File: config.mk
export PLATFORM = sky130hd
export DESIGN_NAME = conv_layer_sequencer_flat
export DESIGN_NICKNAME = d
export VERILOG_FILES = /design/src/rtl/conv_layer_sequencer_if.sv /design/src/rtl/conv_layer_sequencer.sv /design/src/flat_wrapper.sv
export SDC_FILE = /design/constraint.sdc
export NUM_CORES = 1
export LEC_CHECK = 0
export ABC_AREA = 1
export ABC_CLOCK_PERIOD_IN_PS = 3800
export BUFFER_PORTS_ARGS = -buffer_cell sky130_fd_sc_hd__buf_2
export CELL_PAD_IN_SITES_DETAIL_PLACEMENT = 1
export CELL_PAD_IN_SITES_GLOBAL_PLACEMENT = 1
export CORE_MARGIN = 1
export CORE_UTILIZATION = 45
export DETAILED_ROUTE_END_ITERATION = 10
export PLACE_DENSITY = 0.92
export RECOVER_POWER = 50
export SYNTH_ARGS = -nofsm -noshare
export SYNTH_HDL_FRONTEND = slang
export SYNTH_SLANG_ARGS = --single-unit
File: constraint.sdc
create_clock -name clk -period 3.8 [get_ports clk]
set_input_delay 0.76 -clock clk [delete_from_list [all_inputs] [get_ports clk]]
set_output_delay 0.76 -clock clk [all_outputs]
set_load 0.01 [all_outputs]
File: src/rtl/conv_layer_sequencer_if.sv
// ---------------------------------------------------------------------------
// conv_layer_sequencer_if
// Bundles the control and handshake signals between the convolution layer
// sequencer and its environment (parameter loader, activation source and the
// conv/pool datapath).
//
// Signals
//   start, load_req          : frame request and "load parameters first" flag
//   prm_valid / prm_ready    : weight + threshold beat handshake
//   in_valid / in_ready      : activation pixel handshake
//   stream_w_en/_addr        : weight memory write strobe and fold address
//   stream_th_en/_addr       : threshold memory write strobe and fold address
//   stream_act_en, act_flush : line-buffer push and zero-pixel injection
//   fold_addr                : output-channel fold currently being computed
//   stream_maxpool_en        : pooling stage enable for the current step
//   out_valid                : datapath output word valid
//   busy, done               : sequencer activity and frame-complete pulse
//
// Modports
//   master : environment side (drives requests and valids)
//   slave  : sequencer side
// ---------------------------------------------------------------------------
interface conv_layer_sequencer_if #(
  parameter int FOLD_LOG = 1
);
  logic                start;
  logic                load_req;
  logic                prm_valid;
  logic                prm_ready;
  logic                in_valid;
  logic                in_ready;
  logic                stream_w_en;
  logic                stream_th_en;
  logic [FOLD_LOG-1:0] stream_w_addr;
  logic [FOLD_LOG-1:0] stream_th_addr;
  logic                stream_act_en;
  logic                act_flush;
  logic [FOLD_LOG-1:0] fold_addr;
  logic                stream_maxpool_en;
  logic                out_valid;
  logic                busy;
  logic                done;

  modport master (
    output start, load_req, prm_valid, in_valid,
    input  prm_ready, in_ready, stream_w_en, stream_th_en, stream_w_addr,
           stream_th_addr, stream_act_en, act_flush, fold_addr,
           stream_maxpool_en, out_valid, busy, done
  );

  modport slave (
    input  start, load_req, prm_valid, in_valid,
    output prm_ready, in_ready, stream_w_en, stream_th_en, stream_w_addr,
           stream_th_addr, stream_act_en, act_flush, fold_addr,
           stream_maxpool_en, out_valid, busy, done
  );
endinterface

File: src/rtl/conv_layer_sequencer.sv
// ---------------------------------------------------------------------------
// conv_layer_sequencer
// Control FSM for one streaming convolution layer. A frame optionally starts
// with a parameter load (one beat per fold, or CH_OUT beats when the layer is
// unfolded), then processes W_IN*W_IN pixels followed by LAG zero-pixel
// flush steps. Every step is WAIT_ACT (1 cycle once a pixel is available),
// COMPUTE (FOLD cycles, one per fold address) and POOL (1 cycle), so the
// steady-state rate is FOLD+2 cycles per step.
//
// Ports
//   clk   : sole clock, rising edge
//   reset : synchronous active-high reset
//   bus   : conv_layer_sequencer_if.slave, see the interface for signals
// ---------------------------------------------------------------------------
module conv_layer_sequencer #(
  parameter int FOLD       = 1,
  parameter int FOLD_LOG   = (FOLD == 1) ? 1 : $clog2(FOLD),
  parameter int CH_OUT     = 64,
  parameter int W_IN       = 32,
  parameter int LAG        = W_IN + 1,
  parameter int MAXPOOL_EN = 1,
  parameter int POOL_LAT   = 2
) (
  input  logic                  clk,
  input  logic                  reset,
  conv_layer_sequencer_if.slave bus
);

  localparam int NPIX       = W_IN * W_IN;
  localparam int TOTAL      = NPIX + LAG;
  localparam int STEP_W     = $clog2(TOTAL + 1);
  localparam int LOAD_DEPTH = (FOLD == 1) ? CH_OUT : FOLD;
  localparam int BEAT_W     = (LOAD_DEPTH > 1) ? $clog2(LOAD_DEPTH) : 1;
  localparam int POS_W      = (W_IN > 1) ? $clog2(W_IN) : 1;

  localparam logic [STEP_W-1:0]   STEP_NPIX = STEP_W'(NPIX);
  localparam logic [STEP_W-1:0]   STEP_LAG  = STEP_W'(LAG);
  localparam logic [STEP_W-1:0]   STEP_LAST = STEP_W'(TOTAL - 1);
  localparam logic [BEAT_W-1:0]   BEAT_LAST = BEAT_W'(LOAD_DEPTH - 1);
  localparam logic [FOLD_LOG-1:0] FOLD_LAST = FOLD_LOG'(FOLD - 1);
  localparam logic [POS_W-1:0]    POS_LAST  = POS_W'(W_IN - 1);

  typedef enum logic [2:0] {
    IDLE,
    LOAD,
    WAIT_ACT,
    COMPUTE,
    POOL,
    DONE
  } stateT;

  stateT               state_q;
  logic [STEP_W-1:0]   stepCnt_q;
  logic [BEAT_W-1:0]   beatCnt_q;
  logic [FOLD_LOG-1:0] foldCnt_q;
  logic [POS_W-1:0]    row_q;
  logic [POS_W-1:0]    col_q;
  logic [POOL_LAT-1:0] poolPipe_q;

  logic inLoad;
  logic inWait;
  logic inCompute;
  logic inPool;
  logic pixPhase;
  logic pastLag;
  logic prmBeat;
  logic poolTrigger;

  // State decode shared by the output equations and the FSM. pixPhase marks
  // steps that consume a real pixel; later steps are flush steps. pastLag
  // means the conv output for this step is meaningful (step >= LAG).
  assign inLoad    = (state_q == LOAD);
  assign inWait    = (state_q == WAIT_ACT);
  assign inCompute = (state_q == COMPUTE);
  assign inPool    = (state_q == POOL);
  assign pixPhase  = (stepCnt_q < STEP_NPIX);
  assign pastLag   = (stepCnt_q >= STEP_LAG);
  assign prmBeat   = inLoad & bus.prm_valid;

  // A 2x2 stride-2 pooling window completes on the conv output whose row
  // and column are both odd, so only those POOL cycles launch a pulse down
  // the pooling latency delay line.
  assign poolTrigger = inPool & pastLag & row_q[0] & col_q[0];

  // Output decode. Everything except the handshake-qualified strobes is a
  // function of registered state, so reset drives every output low on the
  // following cycle. Write addresses sit at 0 for an unfolded layer.
  assign bus.prm_ready         = inLoad;
  assign bus.stream_w_en       = prmBeat;
  assign bus.stream_th_en      = prmBeat;
  assign bus.stream_w_addr     = (inLoad && FOLD != 1) ? FOLD_LOG'(beatCnt_q) : '0;
  assign bus.stream_th_addr    = (inLoad && FOLD != 1) ? FOLD_LOG'(beatCnt_q) : '0;
  assign bus.in_ready          = inWait & pixPhase;
  assign bus.stream_act_en     = inWait & (pixPhase ? bus.in_valid : 1'b1);
  assign bus.act_flush         = inWait & ~pixPhase;
  assign bus.fold_addr         = inCompute ? foldCnt_q : '0;
  assign bus.stream_maxpool_en = inPool & pastLag;
  assign bus.out_valid         = (MAXPOOL_EN != 0) ? poolPipe_q[POOL_LAT-1]
                                                   : (inPool & pastLag);
  assign bus.busy              = (state_q != IDLE);
  assign bus.done              = (state_q == DONE);

  // Main sequencer: state, step/beat/fold counters, conv output position and
  // the pooling delay line. The delay line shifts in every non-reset cycle
  // so a pulse launched by the last POOL still emerges after DONE. A reset
  // mid-LOAD leaves already written parameters in place; the next frame
  // must request a fresh load if it needs consistent parameters.
  always_ff @(posedge clk) begin
    if (reset) begin
      state_q    <= IDLE;
      stepCnt_q  <= '0;
      beatCnt_q  <= '0;
      foldCnt_q  <= '0;
      row_q      <= '0;
      col_q      <= '0;
      poolPipe_q <= '0;
    end else begin
      poolPipe_q[0] <= poolTrigger;
      for (int i = 1; i < POOL_LAT; i++) begin
        poolPipe_q[i] <= poolPipe_q[i-1];
      end

      case (state_q)
        IDLE: begin
          if (bus.start) begin
            stepCnt_q <= '0;
            beatCnt_q <= '0;
            foldCnt_q <= '0;
            row_q     <= '0;
            col_q     <= '0;
            state_q   <= bus.load_req ? LOAD : WAIT_ACT;
          end
        end

        LOAD: begin
          if (prmBeat) begin
            if (beatCnt_q == BEAT_LAST) begin
              beatCnt_q <= '0;
              state_q   <= WAIT_ACT;
            end else begin
              beatCnt_q <= beatCnt_q + BEAT_W'(1);
            end
          end
        end

        WAIT_ACT: begin
          if (!pixPhase || bus.in_valid) begin
            state_q <= COMPUTE;
          end
        end

        COMPUTE: begin
          if (foldCnt_q == FOLD_LAST) begin
            foldCnt_q <= '0;
            state_q   <= POOL;
          end else begin
            foldCnt_q <= foldCnt_q + FOLD_LOG'(1);
          end
        end

        POOL: begin
          stepCnt_q <= stepCnt_q + STEP_W'(1);
          if (pastLag) begin
            if (col_q == POS_LAST) begin
              col_q <= '0;
              row_q <= (row_q == POS_LAST) ? '0 : row_q + POS_W'(1);
            end else begin
              col_q <= col_q + POS_W'(1);
            end
          end
          state_q <= (stepCnt_q == STEP_LAST) ? DONE : WAIT_ACT;
        end

        DONE: begin
          state_q <= IDLE;
        end

        default: begin
          state_q <= IDLE;
        end
      endcase
    end
  end

endmodule

File: src/flat_wrapper.sv
// flat-port wrapper written by rule: the top's interface ports become plain ports
module conv_layer_sequencer_flat 
#(
  parameter int FOLD       = 1,
  parameter int FOLD_LOG   = (FOLD == 1) ? 1 : $clog2(FOLD),
  parameter int CH_OUT     = 64,
  parameter int W_IN       = 32,
  parameter int LAG        = W_IN + 1,
  parameter int MAXPOOL_EN = 1,
  parameter int POOL_LAT   = 2
)
  (clk, reset, bus_start, bus_load_req, bus_prm_valid, bus_in_valid, bus_prm_ready, bus_in_ready, bus_stream_w_en, bus_stream_th_en, bus_stream_w_addr, bus_stream_th_addr, bus_stream_act_en, bus_act_flush, bus_fold_addr, bus_stream_maxpool_en, bus_out_valid, bus_busy, bus_done);
  conv_layer_sequencer_if #(.FOLD_LOG(FOLD_LOG)) bus_i ();
  input  logic clk;
  input  logic reset;
  input wire logic [$bits(bus_i.start)-1:0] bus_start;
  input wire logic [$bits(bus_i.load_req)-1:0] bus_load_req;
  input wire logic [$bits(bus_i.prm_valid)-1:0] bus_prm_valid;
  input wire logic [$bits(bus_i.in_valid)-1:0] bus_in_valid;
  output wire logic [$bits(bus_i.prm_ready)-1:0] bus_prm_ready;
  output wire logic [$bits(bus_i.in_ready)-1:0] bus_in_ready;
  output wire logic [$bits(bus_i.stream_w_en)-1:0] bus_stream_w_en;
  output wire logic [$bits(bus_i.stream_th_en)-1:0] bus_stream_th_en;
  output wire logic [$bits(bus_i.stream_w_addr)-1:0] bus_stream_w_addr;
  output wire logic [$bits(bus_i.stream_th_addr)-1:0] bus_stream_th_addr;
  output wire logic [$bits(bus_i.stream_act_en)-1:0] bus_stream_act_en;
  output wire logic [$bits(bus_i.act_flush)-1:0] bus_act_flush;
  output wire logic [$bits(bus_i.fold_addr)-1:0] bus_fold_addr;
  output wire logic [$bits(bus_i.stream_maxpool_en)-1:0] bus_stream_maxpool_en;
  output wire logic [$bits(bus_i.out_valid)-1:0] bus_out_valid;
  output wire logic [$bits(bus_i.busy)-1:0] bus_busy;
  output wire logic [$bits(bus_i.done)-1:0] bus_done;
  assign bus_i.start = bus_start;
  assign bus_i.load_req = bus_load_req;
  assign bus_i.prm_valid = bus_prm_valid;
  assign bus_i.in_valid = bus_in_valid;
  assign bus_prm_ready = bus_i.prm_ready;
  assign bus_in_ready = bus_i.in_ready;
  assign bus_stream_w_en = bus_i.stream_w_en;
  assign bus_stream_th_en = bus_i.stream_th_en;
  assign bus_stream_w_addr = bus_i.stream_w_addr;
  assign bus_stream_th_addr = bus_i.stream_th_addr;
  assign bus_stream_act_en = bus_i.stream_act_en;
  assign bus_act_flush = bus_i.act_flush;
  assign bus_fold_addr = bus_i.fold_addr;
  assign bus_stream_maxpool_en = bus_i.stream_maxpool_en;
  assign bus_out_valid = bus_i.out_valid;
  assign bus_busy = bus_i.busy;
  assign bus_done = bus_i.done;
  conv_layer_sequencer #(.FOLD(FOLD), .FOLD_LOG(FOLD_LOG), .CH_OUT(CH_OUT), .W_IN(W_IN), .LAG(LAG), .MAXPOOL_EN(MAXPOOL_EN), .POOL_LAT(POOL_LAT)) u_core (.clk(clk), .reset(reset), .bus(bus_i));
endmodule
* Word level (Yosys, flattened, before mapping)
Cells that the tools add are included.
** Storage, ports and cells
- Flip-flop bits (word level) :: 33
** Cells by class
- Add/sub/neg operators :: 5
- Order comparisons :: 2
- Equal/unequal tests :: 16
- Mux-type cells :: 27
- Bitwise logic cells :: 8
- Reductions and logical operators :: 13
** Operator list (number)
- two-way mux 5 bit :: 6
- case mux 11 bit (2 select lines) :: 1
- case mux 5 bit (2 select lines) :: 2
- two-way mux 3 bit :: 6
- two-way mux 6 bit :: 3
- case mux 3 bit (5 select lines) :: 1
- inequality test 2 bit, second input constant :: 7
- case mux 6 bit (2 select lines) :: 1
- adder 11 x 1 -> 11 bit, second input constant :: 1
- equality test 11 bit, second input constant :: 1
- greater-or-equal comparator 11 x 6 -> 1 bit, second input constant :: 1
- less-than comparator 11 bit, second input constant :: 1
- two-way mux 11 bit :: 1
- adder 5 x 1 -> 5 bit, second input constant :: 2
- equality test 5 bit, second input constant :: 2
- AND 1 bit :: 7
- adder 6 x 1 -> 6 bit, second input constant :: 1
- equality test 3 x 2 -> 1 bit, second input constant :: 2
- equality test 3 bit, second input constant :: 2
- equality test 6 bit, second input constant :: 1
- AND reduction 3 bit :: 2
- nonzero test 2 bit :: 3
- AND reduction 5 bit :: 1
- two-way mux 1 bit :: 4
- other kinds (11) :: 12

* Depth between registers and ports, before layout
- Word-level depth :: 5
- Depth in mapped cells :: 10
- Gate-level depth less buffers :: 10

* Worst setup path before layout
Ideal clock, no wire load.
- Path type :: input to output
- Start point :: input bus_prm_valid
- End point :: output bus_stream_w_en
- Arrival time :: 1234 ps
- Setup slack :: 1806 ps
- Stages on the path :: 3
- Buffers on the path :: 1
- Cell sequence :: inv_1 > nor2_1 > buf_4
** On the way
- Cells in the longest elaborated chain, start to end :: 1
** Ends and longest elaborated chain
- start, declared :: RTL line flat_wrapper.sv:18 : input wire logic [$bits(bus_i.prm_valid)-1:0] bus_prm_valid;
- AND 1 bit :: RTL line conv_layer_sequencer.sv:78 : assign prmBeat = inLoad & bus.prm_valid;
- end, declared :: RTL line flat_wrapper.sv:22 : output wire logic [$bits(bus_i.stream_w_en)-1:0] bus_stream_w_en;
Every way passes these cells.

* Final worst setup path
- Start point :: register u_core.state_q[1]
- End point :: output bus_stream_maxpool_en
** On the way
- Cells in the longest elaborated chain, start to end :: 2
** Ends and longest elaborated chain
- start, declared :: RTL line conv_layer_sequencer.sv:52 : stateT state_q;
- start signal, assigned :: RTL line conv_layer_sequencer.sv:131 : state_q <= bus.load_req ? LOAD : WAIT_ACT;
- start signal, assigned :: RTL line conv_layer_sequencer.sv:171 : state_q <= (stepCnt_q == STEP_LAST) ? DONE : WAIT_ACT;
- equality test 3 bit :: RTL line conv_layer_sequencer.sv:75 : assign inPool = (state_q == POOL);
- AND 1 bit :: RTL line conv_layer_sequencer.sv:97 : assign bus.stream_maxpool_en = inPool & pastLag;
- end, declared :: RTL line flat_wrapper.sv:29 : output wire logic [$bits(bus_i.stream_maxpool_en)-1:0] bus_stream_maxpool_en;
Every way passes these cells.

==> results.sh <==
export IMPL_syn_inst=292
export IMPL_avgSynthCellArea_um2=6.753
export IMPL_fin_tns_setup_ns=0
export IMPL_utilization_pct=51.08
export IMPL_synth_ff_type="dfxtp_1"
export IMPL_viasPerCell=5.164
export IMPL_dp_cells=352
export IMPL_mostFrequentLayoutCells="nand2_1 (70), nor2_1 (43), inv_1 (36)"
export IMPL_ys_seq_area_share_pct=32.49
export IMPL_status="complete, no violations"
export IMPL_ys_ff_latch=32
export IMPL_numPortBuffers=15
export IMPL_worst_slew_pin_slew_ns=0.6897
export IMPL_num_io_pins=19
export IMPL_hold_buffers=0
export IMPL_fin_worst_skew_ns=0.008144
export IMPL_die_w_um=68.20
export IMPL_timing_rr_end="u_core.row_q[0]"
export IMPL_r2r_slack_ns=1.71
export IMPL_power_mw=1.199
export IMPL_gp_congestion=0.7786
export IMPL_synth_edff_count=0
export IMPL_cts_buffer_depth=2
export IMPL_path_cells="nor2_4 -> nand2_1 -> inv_4 -> nand2_1 -> inv_1 -> buf_2"
export IMPL_critical_path_class="flip-flop to output port"
export IMPL_worstSetupEndpoint="bus_stream_maxpool_en"
export IMPL_grt_max_degree=20
export IMPL_firstDrtPassIters=4
export IMPL_setup_viol=0
export IMPL_finalInstanceArea_um2=2102
export IMPL_p_per_area_nw_per_um2=570.4
export IMPL_reg2reg_from="u_core.state_q[1]"
export IMPL_die_h_um=68.20
export IMPL_nets=323
export IMPL_netlist_area_um2=1972
export IMPL_max_slew_margin_pct=54.02
export IMPL_wl_per_cell_um=13.05
export IMPL_rr_worst_depth=9
export IMPL_slew_viol_final=0
export IMPL_crit_fanout=17
export IMPL_syn_to_final_growth_pct=6.599
export IMPL_crit_arrival_ns=1.78
export IMPL_slowest_delay_ns=0.52
export IMPL_coreArea_um2=4115
export IMPL_grt_pass1_vias=1810
export IMPL_critical_path_startpoint_type="flip-flop"
export IMPL_rows=23
export IMPL_max_vdd_ir_drop_mv=0.1590
export IMPL_endpoint_kind="output port"
export IMPL_cts_root_buf="clkbuf_8"
export IMPL_hp_class="flip-flop to flip-flop"
export IMPL_crit_cells=6
export IMPL_ys_types=34
export IMPL_dieArea_um2=4651
export IMPL_startpoint="u_core.state_q[1]"
export IMPL_grt_antenna_before_repair=0
export IMPL_grtUsageTotal_pct=23.21
export IMPL_final_common_cell="nand2_1"
export IMPL_initial_core_util_pct=47.92
export IMPL_overflow=0
export IMPL_pre_cts_ws_ns=1.718
export IMPL_clk_latency_ns=0.29
export IMPL_critPathTopFamily="simple AND/OR/NAND/NOR gates"
export IMPL_ant_nets=0
export IMPL_yosysWarningCount=0
export IMPL_instances_no_fill=359
export IMPL_drcViolationCount=0
export IMPL_drt_iter0_markers=78
export IMPL_critPathSlowestCell="dfxtp_1"
export IMPL_max_freq_mhz=393.3
export IMPL_dp_hpwl_mm=3.564
export IMPL_critPathMostFrequentCell="nand2_1"
export IMPL_h_tree_depth=2
export IMPL_finalCritPeriodShare_pct=66.91
export IMPL_wl_mm=4.686
export IMPL_rsz0062_at_grt="false"
export IMPL_vias=1854
export IMPL_layout_drive_gt1_share_pct=11.97
export IMPL_period_needed_ns=2.543
export IMPL_clk_pin_slew_ns=0.07
export IMPL_fin_ws_ns=1.257
export IMPL_timing_hold_ws_ns=0.4189
export IMPL_cts_resized=0
export IMPL_cap_violations=0
export IMPL_grt_pass1_wl_mm=7.893
export IMPL_clock_sinks=32
export IMPL_cts_setup_buffers=0
export IMPL_p_leak_nw=0.9184
export IMPL_tritoncts="built"
export IMPL_path_buf_inv=3
export IMPL_diodes=0
export IMPL_hold_viol_final=0
export IMPL_cts_made_buffers=5
export IMPL_placed_area_um2=2071
export IMPL_synth_async_sr_flop_share_pct=0
export IMPL_worst_ep_required_time_ns=3.04
worst register-to-register path: cells and delay by family, from the launching register on:
| kind | cells | cell delay, ns |
|---|---|---|
| flops | 1 | 0.52 |
| simple gates | 7 | 1.20 |
| buf+inv | 2 | 0.26 |
layout make-up:
cell class	instances	area [um2]
Sequential cell	32	640.6
Inverter	42	162.7
Timing Repair Buffer	15	72.57
Tap cell	50	62.56
Clock inverter	1	5.005
Multi-Input combinational cell	213	1086
Fill cell	582	2013
Clock buffer	6	72.57
how the worst min path moves through the flow:
stage | cells after the start | startpoint | to | slack (ns)
2_1_floorplan | 2 | u_core.poolPipe_q[0] | u_core.poolPipe_q[1] | 0.39
3_3_place_gp | 2 | u_core.poolPipe_q[0] | u_core.poolPipe_q[1] | 0.40
3_5_place_dp | 2 | u_core.poolPipe_q[0] | u_core.poolPipe_q[1] | 0.41
4_1_cts | 2 | u_core.poolPipe_q[0] | u_core.poolPipe_q[1] | 0.42
5_1_grt | 2 | u_core.poolPipe_q[0] | u_core.poolPipe_q[1] | 0.44
6_report | 2 | u_core.poolPipe_q[0] | u_core.poolPipe_q[1] | 0.42
power by group:
| part | total [mW] | internal, mW | switching, mW | leakage (nW) |
|---|---|---|---|---|
| registers | 0.421 | 0.375 | 0.0453 | 0.259 |
| logic | 0.526 | 0.176 | 0.350 | 0.618 |
| clock network | 0.252 | 0.124 | 0.128 | 0.0410 |
synth_stat cells (2+ instances only):
| library cell | count | area share [%] |
|---|---|---|
| nand2_4 | 3 | 1.7 |
| inv_4 | 2 | 0.63 |
| or2_1 | 2 | 0.63 |
| a22oi_1 | 2 | 0.76 |
| nor2_2 | 2 | 0.63 |
| nor2_1 | 41 | 7.8 |
| buf_4 | 5 | 1.9 |
| o21ai_1 | 3 | 0.76 |
| inv_1 | 35 | 6.7 |
| nand3_2 | 4 | 2.0 |
| inv_2 | 4 | 0.76 |
| a21oi_1 | 23 | 5.8 |
| nand2_1 | 66 | 13 |
| nor4_1 | 2 | 0.63 |
| ha_1 | 8 | 5.1 |
| dfxtp_1 | 32 | 32 |
| nand2_2 | 4 | 1.3 |
| nand3_1 | 19 | 4.8 |
| nor2_8 | 3 | 3.0 |
| o21ai_0 | 12 | 3.0 |
| nand4_1 | 3 | 0.95 |
| nor3_1 | 5 | 1.3 |
cell families (layout without fill, tap and decap cells):
family,after synthesis,in the layout,share of synthesized area [%]
buffers and inverters,49,64,10.60
flip-flops,32,32,32.49
AO/OA/AOI/OAI,43,43,11.74
other,1,3,0.1902
XOR/XNOR,1,1,0.4442
AND/OR/NAND/NOR,158,158,39.47
adder cells (fa/ha/maj),8,8,5.076
flip-flops by register name, indices dropped and copies added (netlist names):
name               cells
u_core.beatCnt_q       6
u_core.col_q           5
u_core.poolPipe_q      2
u_core.row_q           5
u_core.state_q         3
u_core.stepCnt_q      11
layer usage:
metal	vias to the layer above	wire [um]	GRT usage, %
met5	-	0	0
met4	0	73	9.375
met3	7	132	5.667
met2	26	2286	40.69
met1	862	2194	26.67
li1	959	-	-
No activity file was read; power rests on OpenSTA's default activity.
